===== src/rtl/rs_fxu_pkg.sv =====
// Shared widths and opcode constants for the FXU reservation-station bank.
package rs_fxu_pkg;
    localparam int TAG_W  = 6;
    localparam int DATA_W = 16;
    localparam int OP_W   = 4;

    localparam logic [OP_W-1:0] OP_ADD = 4'd1;
    localparam logic [OP_W-1:0] OP_JEQ = 4'd6;
endpackage


===== src/rtl/rs_entry.sv =====
// One reservation station: holds an instruction, captures pending operands off
// the CDB (including a broadcast coincident with dispatch), reports readiness.
module rs_entry
    import rs_fxu_pkg::*;
(
    input  logic              clk,
    input  logic              reset,
    input  logic              wr,
    input  logic              clr,
    input  logic [OP_W-1:0]   d_op,
    input  logic              d_rdy0,
    input  logic              d_rdy1,
    input  logic [DATA_W-1:0] d_val0,
    input  logic [DATA_W-1:0] d_val1,
    input  logic [TAG_W-1:0]  d_tag0,
    input  logic [TAG_W-1:0]  d_tag1,
    input  logic              cdb_valid,
    input  logic [TAG_W-1:0]  cdb_rs_num,
    input  logic [DATA_W-1:0] cdb_data,
    output logic              valid,
    output logic              ready,
    output logic [OP_W-1:0]   op,
    output logic [DATA_W-1:0] val0,
    output logic [DATA_W-1:0] val1
);
    logic              valid_r;
    logic              rdy0_r;
    logic              rdy1_r;
    logic [OP_W-1:0]   op_r;
    logic [DATA_W-1:0] val0_r;
    logic [DATA_W-1:0] val1_r;
    logic [TAG_W-1:0]  tag0_r;
    logic [TAG_W-1:0]  tag1_r;

    logic d_hit0_s;
    logic d_hit1_s;
    logic s_hit0_s;
    logic s_hit1_s;

    assign d_hit0_s = cdb_valid && (cdb_rs_num == d_tag0);
    assign d_hit1_s = cdb_valid && (cdb_rs_num == d_tag1);
    assign s_hit0_s = cdb_valid && valid_r && !rdy0_r && (cdb_rs_num == tag0_r);
    assign s_hit1_s = cdb_valid && valid_r && !rdy1_r && (cdb_rs_num == tag1_r);

    // Station storage: dispatch write (only when free), issue clear, CDB snoop.
    always_ff @(posedge clk) begin
        if (reset) begin
            valid_r <= 1'b0;
            rdy0_r  <= 1'b0;
            rdy1_r  <= 1'b0;
            op_r    <= 4'd0;
            val0_r  <= 16'd0;
            val1_r  <= 16'd0;
            tag0_r  <= 6'd0;
            tag1_r  <= 6'd0;
        end else if (wr) begin
            valid_r <= 1'b1;
            op_r    <= d_op;
            rdy0_r  <= d_rdy0 || d_hit0_s;
            rdy1_r  <= d_rdy1 || d_hit1_s;
            val0_r  <= d_rdy0 ? d_val0 : cdb_data;
            val1_r  <= d_rdy1 ? d_val1 : cdb_data;
            tag0_r  <= d_tag0;
            tag1_r  <= d_tag1;
        end else begin
            if (clr) begin
                valid_r <= 1'b0;
            end
            if (s_hit0_s) begin
                rdy0_r <= 1'b1;
                val0_r <= cdb_data;
            end
            if (s_hit1_s) begin
                rdy1_r <= 1'b1;
                val1_r <= cdb_data;
            end
        end
    end

    assign valid = valid_r;
    assign ready = valid_r && rdy0_r && rdy1_r;
    assign op    = op_r;
    assign val0  = val0_r;
    assign val1  = val1_r;
endmodule


===== src/rtl/rs_fxu.sv =====
// FXU reservation-station bank: N stations, lowest-free dispatch, lowest-ready
// issue into a registered valid/rs_num/op/val0/val1 port towards the FXU.
module rs_fxu
    import rs_fxu_pkg::*;
#(
    parameter int BASE = 0,
    parameter int N    = 4
) (
    input  logic              clk,
    input  logic              reset,
    input  logic              d_valid,
    input  logic [OP_W-1:0]   d_op,
    input  logic              d_rdy0,
    input  logic              d_rdy1,
    input  logic [DATA_W-1:0] d_val0,
    input  logic [DATA_W-1:0] d_val1,
    input  logic [TAG_W-1:0]  d_tag0,
    input  logic [TAG_W-1:0]  d_tag1,
    output logic              full,
    output logic [TAG_W-1:0]  d_rs_num,
    input  logic              cdb_valid,
    input  logic [TAG_W-1:0]  cdb_rs_num,
    input  logic [DATA_W-1:0] cdb_data,
    output logic              fxu_valid,
    output logic [TAG_W-1:0]  fxu_rs_num,
    output logic [OP_W-1:0]   fxu_op,
    output logic [DATA_W-1:0] fxu_val0,
    output logic [DATA_W-1:0] fxu_val1,
    input  logic              fxu_busy
);
    localparam int IDX_W = (N > 1) ? $clog2(N) : 1;

    logic [N-1:0]      valid_s;
    logic [N-1:0]      ready_s;
    logic [N-1:0]      wr_s;
    logic [N-1:0]      clr_s;
    logic [OP_W-1:0]   op_s   [N];
    logic [DATA_W-1:0] val0_s [N];
    logic [DATA_W-1:0] val1_s [N];

    logic [IDX_W-1:0]  free_idx_s;
    logic [IDX_W-1:0]  iss_idx_s;
    logic              fire_s;
    logic              full_s;

    // Priority encoders: lowest free station and lowest ready station.
    always_comb begin
        free_idx_s = '0;
        iss_idx_s  = '0;
        for (int i = N - 1; i >= 0; i--) begin
            free_idx_s = !valid_s[i] ? IDX_W'(i) : free_idx_s;
            iss_idx_s  = ready_s[i]  ? IDX_W'(i) : iss_idx_s;
        end
    end

    assign full_s   = &valid_s;
    assign full     = full_s;
    assign d_rs_num = TAG_W'(BASE) + TAG_W'(free_idx_s);

    // Guarding on fxu_valid keeps issues non-consecutive even if busy lags.
    assign fire_s = !fxu_busy && !fxu_valid && (|ready_s);

    for (genvar g = 0; g < N; g++) begin : g_ent
        assign wr_s[g]  = d_valid && !full_s && (free_idx_s == IDX_W'(g));
        assign clr_s[g] = fire_s && (iss_idx_s == IDX_W'(g));

        rs_entry u_ent (
            .clk        (clk),
            .reset      (reset),
            .wr         (wr_s[g]),
            .clr        (clr_s[g]),
            .d_op       (d_op),
            .d_rdy0     (d_rdy0),
            .d_rdy1     (d_rdy1),
            .d_val0     (d_val0),
            .d_val1     (d_val1),
            .d_tag0     (d_tag0),
            .d_tag1     (d_tag1),
            .cdb_valid  (cdb_valid),
            .cdb_rs_num (cdb_rs_num),
            .cdb_data   (cdb_data),
            .valid      (valid_s[g]),
            .ready      (ready_s[g]),
            .op         (op_s[g]),
            .val0       (val0_s[g]),
            .val1       (val1_s[g])
        );
    end

    // Issue register towards the FXU; a one-cycle pulse per issued station.
    always_ff @(posedge clk) begin
        if (reset) begin
            fxu_valid  <= 1'b0;
            fxu_rs_num <= 6'd0;
            fxu_op     <= 4'd0;
            fxu_val0   <= 16'd0;
            fxu_val1   <= 16'd0;
        end else if (fire_s) begin
            fxu_valid  <= 1'b1;
            fxu_rs_num <= TAG_W'(BASE) + TAG_W'(iss_idx_s);
            fxu_op     <= op_s[iss_idx_s];
            fxu_val0   <= val0_s[iss_idx_s];
            fxu_val1   <= val1_s[iss_idx_s];
        end else begin
            fxu_valid  <= 1'b0;
        end
    end
endmodule


===== config.mk =====
export PLATFORM = sky130hd
export DESIGN_NAME = rs_fxu
export DESIGN_NICKNAME = d
export VERILOG_FILES = /design/src/rtl/rs_fxu_pkg.sv /design/src/rtl/rs_entry.sv /design/src/rtl/rs_fxu.sv
export SDC_FILE = /design/constraint.sdc
export NUM_CORES = 1
export LEC_CHECK = 0
export BUFFER_PORTS_ARGS = -buffer_cell sky130_fd_sc_hd__buf_2
export CORE_MARGIN = 5
export CORE_UTILIZATION = 53
export DETAILED_ROUTE_END_ITERATION = 6
export PLACE_DENSITY = 0.75
export SLEW_MARGIN = 25
export SYNTH_ARGS = -nofsm -noshare
export SYNTH_HDL_FRONTEND = slang
export SYNTH_HIERARCHICAL = 1
export SYNTH_SLANG_ARGS = --single-unit

===== constraint.sdc =====
create_clock -name clk -period 2 [get_ports clk]
set_clock_uncertainty 0.15 [all_clocks]
set_input_delay 0.1 -clock clk [delete_from_list [all_inputs] [get_ports clk]]
set_output_delay 0.1 -clock clk [all_outputs]
set_load 0.005 [all_outputs]

======== Word-level counts from Yosys, hierarchy flattened ========
Index checks and enable logic that the tools add are counted.
storage, ports and cells
  output and inout port bits .............. 50
  bits in latches ......................... 0
  bits in read-only memories .............. 0
  bits of input ports ..................... 77
  bits in registers ....................... 243
  RAM bits ................................ 0
  word-level logic and storage cells ...... 185
  memories kept ........................... 0
cells by class
  $mul .................................... 0
  $lt $le $gt $ge ......................... 1
  shift operators ......................... 0
  add/sub/neg operators ................... 0
  equal/unequal tests ..................... 16
  reduce and logical (&&, ||, !) cells .... 70
  bitwise logic cells ..................... 1
  divide/modulo/power cells ............... 0
  multiplexer cells ....................... 60
operator list
  kind                                                      number
  2-to-1 mux 16 bit                                         22
  binary-select mux 16 bit (select 2 bit)                   2
  equality test 6 bit                                       10
  logical AND 1 bit                                         41
  2-to-1 mux 1 bit                                          25
  nonzero test 2 bit                                        12
  2-to-1 mux 2 bit                                          8
  zero test 1 bit                                           11
  binary-select mux 4 bit (select 2 bit)                    1
  equality test 2 bit, second input constant                4
  2-to-1 mux 4 bit                                          2
  equality test 2 x 1 -> 1 bit, second input constant       2
  zero test 2 bit                                           2
  AND reduction 4 bit                                       1
  OR reduction 4 bit                                        1
  greater-or-equal comparator 3 bit, second input constant  1
  inverter 2 -> 3 bit                                       1
  logical OR 1 bit                                          2

======== Logic depth before layout (Yosys ltp) ========
  depth in word-level cells ............... 10
  gate-level depth with buffers ........... 9
  mapped depth without buffers ............ 7

======== By module ========
The synthesis kept the hierarchy.
modules (own cells, without submodules)
  module    instances  seq. area each (µm²)  cells an instance  area each (µm²)
  rs_entry  4          1021.0                248                2693.8
  rs_fxu    1          780.7                 231                2524.9

======== Worst setup path before layout ========
No wires, ideal clock.
  path kind ............................... register to register
  start point ............................. register g_ent[0].u_ent.valid_r
  end point ............................... register fxu_op[2]
  setup slack ............................. -0.022 ns
  buffers on the path ..................... 3
  cell stages (with the launch flop) ...... 9
  arrival ................................. 1.744 ns
  data required time ...................... 1.722 ns
  clock period less this slack ............ 2.022 ns
  cell sequence ........................... dfxtp_1 > and3_1 > buf_6 > o21bai_4 > buf_6 > buf_8 > mux2_4 > a222oi_1 > nor2_1
on the way
  longest elaborated chain between the ends .. 7
  elaborated cells between the ends (all ways) .. 9
  those cells by class .................... 4 x mux; 1 x bitwise; 4 x reduce/logical
RTL lines
  item                                                  RTL line        text
  start, declared                                       rs_entry.sv:26  logic valid_r;
  start signal, assigned                                rs_entry.sv:48  valid_r <= 1'b0;
  start signal, assigned                                rs_entry.sv:57  valid_r <= 1'b1;
  start signal, assigned                                rs_entry.sv:67  valid_r <= 1'b0;
  logical AND 1 bit * (2 in series)                     rs_entry.sv:81  assign ready = valid_r && rdy0_r && rdy1_r;
  net ready_s[0]                                        rs_fxu.sv:34    logic [N-1:0] ready_s;
  2-to-1 mux 2 bit                                      rs_fxu.sv:52    iss_idx_s = ready_s[i] ? IDX_W'(i) : iss_idx_s;
  inverter 2 -> 3 bit (implied by the code)             rs_fxu.sv:101   fxu_op <= op_s[iss_idx_s];
  binary-select mux 4 bit (select 2 bit)                rs_fxu.sv:101
  2-to-1 mux 4 bit (implied by the code) (2 in series)  rs_fxu.sv:101
  end signal, assigned                                  rs_fxu.sv:101
  end, declared                                         rs_fxu.sv:26    output logic [OP_W-1:0] fxu_op,
The timed path passes the listed nets; every way through them passes the cells marked *. The select of a mux whose other input is x is not followed.
A chain may end at the register's enable or synchronous reset.

======== Final worst setup path ========
  start point ............................. register g_ent[3].u_ent.rdy1_r
  end point ............................... register fxu_val1[9]
on the way
  longest elaborated chain between the ends .. 9
  elaborated cells between the ends (all ways) .. 11
  those cells by class .................... 7 x mux; 1 x bitwise; 3 x reduce/logical
RTL lines
  item                                                   RTL line        text
  start, declared                                        rs_entry.sv:28  logic rdy1_r;
  start signal, assigned                                 rs_entry.sv:60  rdy1_r <= d_rdy1 || d_hit1_s;
  logical AND 1 bit *                                    rs_entry.sv:81
  net ready_s[3]                                         rs_fxu.sv:34
  2-to-1 mux 2 bit (4 in series)                         rs_fxu.sv:52
  inverter 2 -> 3 bit (implied by the code)              rs_fxu.sv:103   fxu_val1 <= val1_s[iss_idx_s];
  binary-select mux 16 bit (select 2 bit)                rs_fxu.sv:103
  2-to-1 mux 16 bit (implied by the code) (2 in series)  rs_fxu.sv:103
  end signal, assigned                                   rs_fxu.sv:103
  end, declared                                          rs_fxu.sv:28    output logic [DATA_W-1:0] fxu_val1,
Marked as above.

==> results.sh <==
export IMPL_vias=11460
export IMPL_post_synth_num_cell_types=41
export IMPL_leading_cell_types_in_the_layout_fill_and_taps_excluded="sky130_fd_sc_hd__dfxtp_1 (238), sky130_fd_sc_hd__mux2i_1 (208), sky130_fd_sc_hd__a211oi_1 (172)"
export IMPL_path_clk_slew_ns=0.06
export IMPL_worstSetupStartpoint="g_ent[3].u_ent/rdy1_r$_SDFFE_PP0P_"
export IMPL_grt_pass1_vias=11760
export IMPL_setup_slack_ns=-0.146
export IMPL_antenna_found_initial=3
export IMPL_rsz0062_at_grt="yes"
export IMPL_max_cap_viol_count=0
export IMPL_intPower_mw=8.90
export IMPL_synth_yosys_warnings=6
export IMPL_arrival_time_of_data_at_the_critical_path_endpoint_ns=2.40
export IMPL_violated_checks="negative setup slack"
export IMPL_drive_above_1_share=0.309
export IMPL_hold_viol=0
export IMPL_timing_final_crit_period_ns=2.15
export IMPL_min_path_type="in -> reg"
export IMPL_seqCellArea_mm2=0.00487
export IMPL_port_buffer_count=118
export IMPL_setup_worst_path_class="reg -> reg"
export IMPL_chipHeight_um=168
export IMPL_routed_wl_um=42800
export IMPL_crit_fanout=14
export IMPL_power_frac_comb=0.135
export IMPL_power_per_cell_area_mw_per_mm2=731
export IMPL_final_nets=1523
export IMPL_end_kind="flop"
export IMPL_ant_diodes=0
export IMPL_power_switching_share=0.259
export IMPL_crit_path_cell_trace="and3_4, nor2b_4, o21bai_4, buf_6, buf_12, mux4_2, mux2i_1, nor2_1"
export IMPL_p_sw_mw=3.10
export IMPL_dpl_hpwl_um=27700
export IMPL_post_layout_total_power_mw=12.0
export IMPL_leakagePower_nw=7.17
export IMPL_grt_pass1_wl_um=66300
export IMPL_area_enclosed_by_the_die_boundary_mm2=0.0284
export IMPL_cts_sinks=243
export IMPL_vias_per_cell=6.38
export IMPL_rows=58
export IMPL_grt_total_usage=0.291
export IMPL_yosysSeqAreaShare=0.366
export IMPL_cts_buffers=27
export IMPL_muxShareOfSynthArea=0.209
export IMPL_hold_start="cdb_valid"
export IMPL_netlist_area_mm2=0.0133
export IMPL_clock_insertion_delay_worst_skew_ns=0.54
export IMPL_pin_count_of_the_biggest_net_entering_global_routing=56
export IMPL_die_w_um=168
export IMPL_tritoncts="yes"
export IMPL_xor_and_xnor_fraction_of_the_mapped_netlist_area=0.0632
export IMPL_finalMaxSlewViolations=0
export IMPL_run_status="finished with violations"
export IMPL_ys_seq_elements=243
export IMPL_critical_path_slowest_cell="sky130_fd_sc_hd__mux4_2"
export IMPL_dominant_combinational_cell_family_by_area_after_synthesis="compound AO/OA/AOI/OAI gates"
export IMPL_slew_limit_headroom=0.645
export IMPL_syn_mean_instance_area_um2=10.9
export IMPL_ctsLongestPathBuffers=3
export IMPL_setup_viol=34
export IMPL_seqPwrFrac=0.425
export IMPL_worst_path_largest_cell_delay_ns=0.53
export IMPL_drt_drc_violations_left=0
export IMPL_crit_path_start_kind="flop"
export IMPL_firstDrtPassIters=6
export IMPL_yosys_area_share_adder=0
export IMPL_core_area_mm2=0.0250
export IMPL_transition_time_at_the_pin_with_the_least_slew_margin_ns=0.527
export IMPL_power_clock_fraction=0.440
export IMPL_multi_input_comb_area_mm2=0.00766
export IMPL_wl_per_cell_um=23.8
export IMPL_globalRoute_totalOverflow=0
export IMPL_ir_drop_worst_vdd_uv=1060
export IMPL_post_drt_antenna_nets=0
export IMPL_number_of_non_filler_instances_in_the_completed_layout=1797
export IMPL_layout_commonest_cell="sky130_fd_sc_hd__dfxtp_1"
export IMPL_start_util=0.533
export IMPL_pre_cts_ws_ns=-0.117
export IMPL_final_min_period_over_clock_period=1.07
export IMPL_initialDrtViolationCount=1250
export IMPL_clock_tree_root_cell="sky130_fd_sc_hd__clkbuf_16"
export IMPL_achievable_frequency_mhz=466
export IMPL_crit_required_ns=2.25
export IMPL_netlist_instances=1223
export IMPL_placed_cells_incl_taps=1669
export IMPL_synth_compound_gate_area_share=0.217
export IMPL_r2r_start="g_ent[3].u_ent/rdy1_r$_SDFFE_PP0P_"
export IMPL_n_fill_cell=1906
export IMPL_synth_simple_area_share=0.0803
export IMPL_h_tree_depth=1
export IMPL_gp_congestion=0.839
export IMPL_floorplan_io_pins=127
export IMPL_syn_to_final_growth_pct=23.5
-- cell families after synthesis --
| kind of cell | after synthesis |
|---|---|
| XOR/XNOR | 96 |
| flip-flops | 243 |
| AND/OR/NAND/NOR | 192 |
| AO/OA/AOI/OAI | 319 |
| other | 1 |
| multiplexers | 245 |
| buffers and inverters | 127 |
-- final cells by class --
class                   instances  area share
multi-input cells             860       0.467
flip-flops and latches        243       0.297
repair buffers                305       0.152
clock buffers                  41      0.0498
well taps                     330      0.0251
clock inverters                 9     0.00792
inverters                       9     0.00206
-- stage by stage --
stage / utilization / setup TNS (ns) / instance area [µm²] / hold WS, ns
6_report: 0.658 / -1.77 / 16400 / 0.0637
3_5_place_dp: 0.587 / -0.877 / 14700 / 0.256
2_1_floorplan: - / 0 / 13300 / 0.0968
3_3_place_gp: 0.587 / -0.458 / 14700 / 0.232
4_1_cts: 0.653 / -0.602 / 16300 / 0.0595
5_1_grt: 0.658 / -4.03 / 16400 / 0.0916
-- power by group through the flow --
stage                     clock network [mW]  registers [mW]  logic (mW)
after floorplan                            0            5.18       0.946
after global placement                     0            5.20        1.43
after detailed placement                   0            5.20        1.47
after CTS                               5.31            5.10        1.58
after global routing                    5.52            5.12        1.72
final                                   5.28            5.11        1.62
-- critical path: cells and delay by family (launching register included) --
kind	cells	cell delay (ns)
DFF	1	0.32
buffers and inverters	2	0.29
and+or+nand+nor	3	0.37
AOI/OAI and AO/OA	1	0.14
muxes	2	0.72
-- metal layers --
metal  GRT usage  routed length (µm)
met2       0.476               20000
met3      0.0737                4150
met1       0.372               16900
met5           0                  61
met4       0.110                1650
-- worst paths after layout --
kind / end / slack [ns] / cells after the start
worst max register to register: fxu_val1[9]$_SDFFE_PP0P_ / -0.15 / 8
worst max-delay path: fxu_val1[9]$_SDFFE_PP0P_ / -0.15 / 8
worst min-delay path: g_ent[3].u_ent/rdy1_r$_SDFFE_PP0P_ / 0.06 / 4
worst min register to register: g_ent[3].u_ent/op[3]$_SDFFE_PP0P_ / 0.35 / 2
-- cells in the mapped netlist, drive strengths merged --
master,count,area share
nand2,11,0.0046
a21o,9,0.0051
a21oi,6,0.0023
and2,2,0.00094
mux4,17,0.030
nor3b,1,0.00056
nand2b,9,0.0042
o221a,8,0.0068
a22o,19,0.013
a222oi,19,0.014
o21bai,1,0.0014
and3,5,0.0024
or2,1,0.00047
nor4,17,0.017
clkbuf,47,0.013
buf,71,0.048
nor3,11,0.0075
nor2,116,0.033
mux2,19,0.021
nand3b,8,0.0045
xor2,72,0.047
mux2i,209,0.16
conb,1,0.00028
a21boi,1,0.00056
xnor2,24,0.016
a211oi,256,0.17
inv,9,0.0025
nor2b,3,0.0016
nand4,8,0.0038
dfxtp,243,0.37
-- state kept, by name, summed over array words and instances, names as in the netlist, 4 cells and up --
name	count
fxu_val0	16
fxu_op	4
g_ent.u_ent/val1	64
g_ent.u_ent/valid	4
g_ent.u_ent/rdy1_r	4
g_ent.u_ent/rdy0_r	4
fxu_val1	16
g_ent.u_ent/op	16
g_ent.u_ent/tag0_r	24
g_ent.u_ent/val0	64
g_ent.u_ent/tag1_r	24
-- timing repair --
action,4_1_cts,5_1_grt
endpoints found under the hold margin,210,0
cloned,1,2
gates resized for setup,7,12
endpoints found under the setup margin,15,68
hold buffers,68,0
pin swaps,1,11
setup buffers,1,7
(Power assumes the default switching activity.)
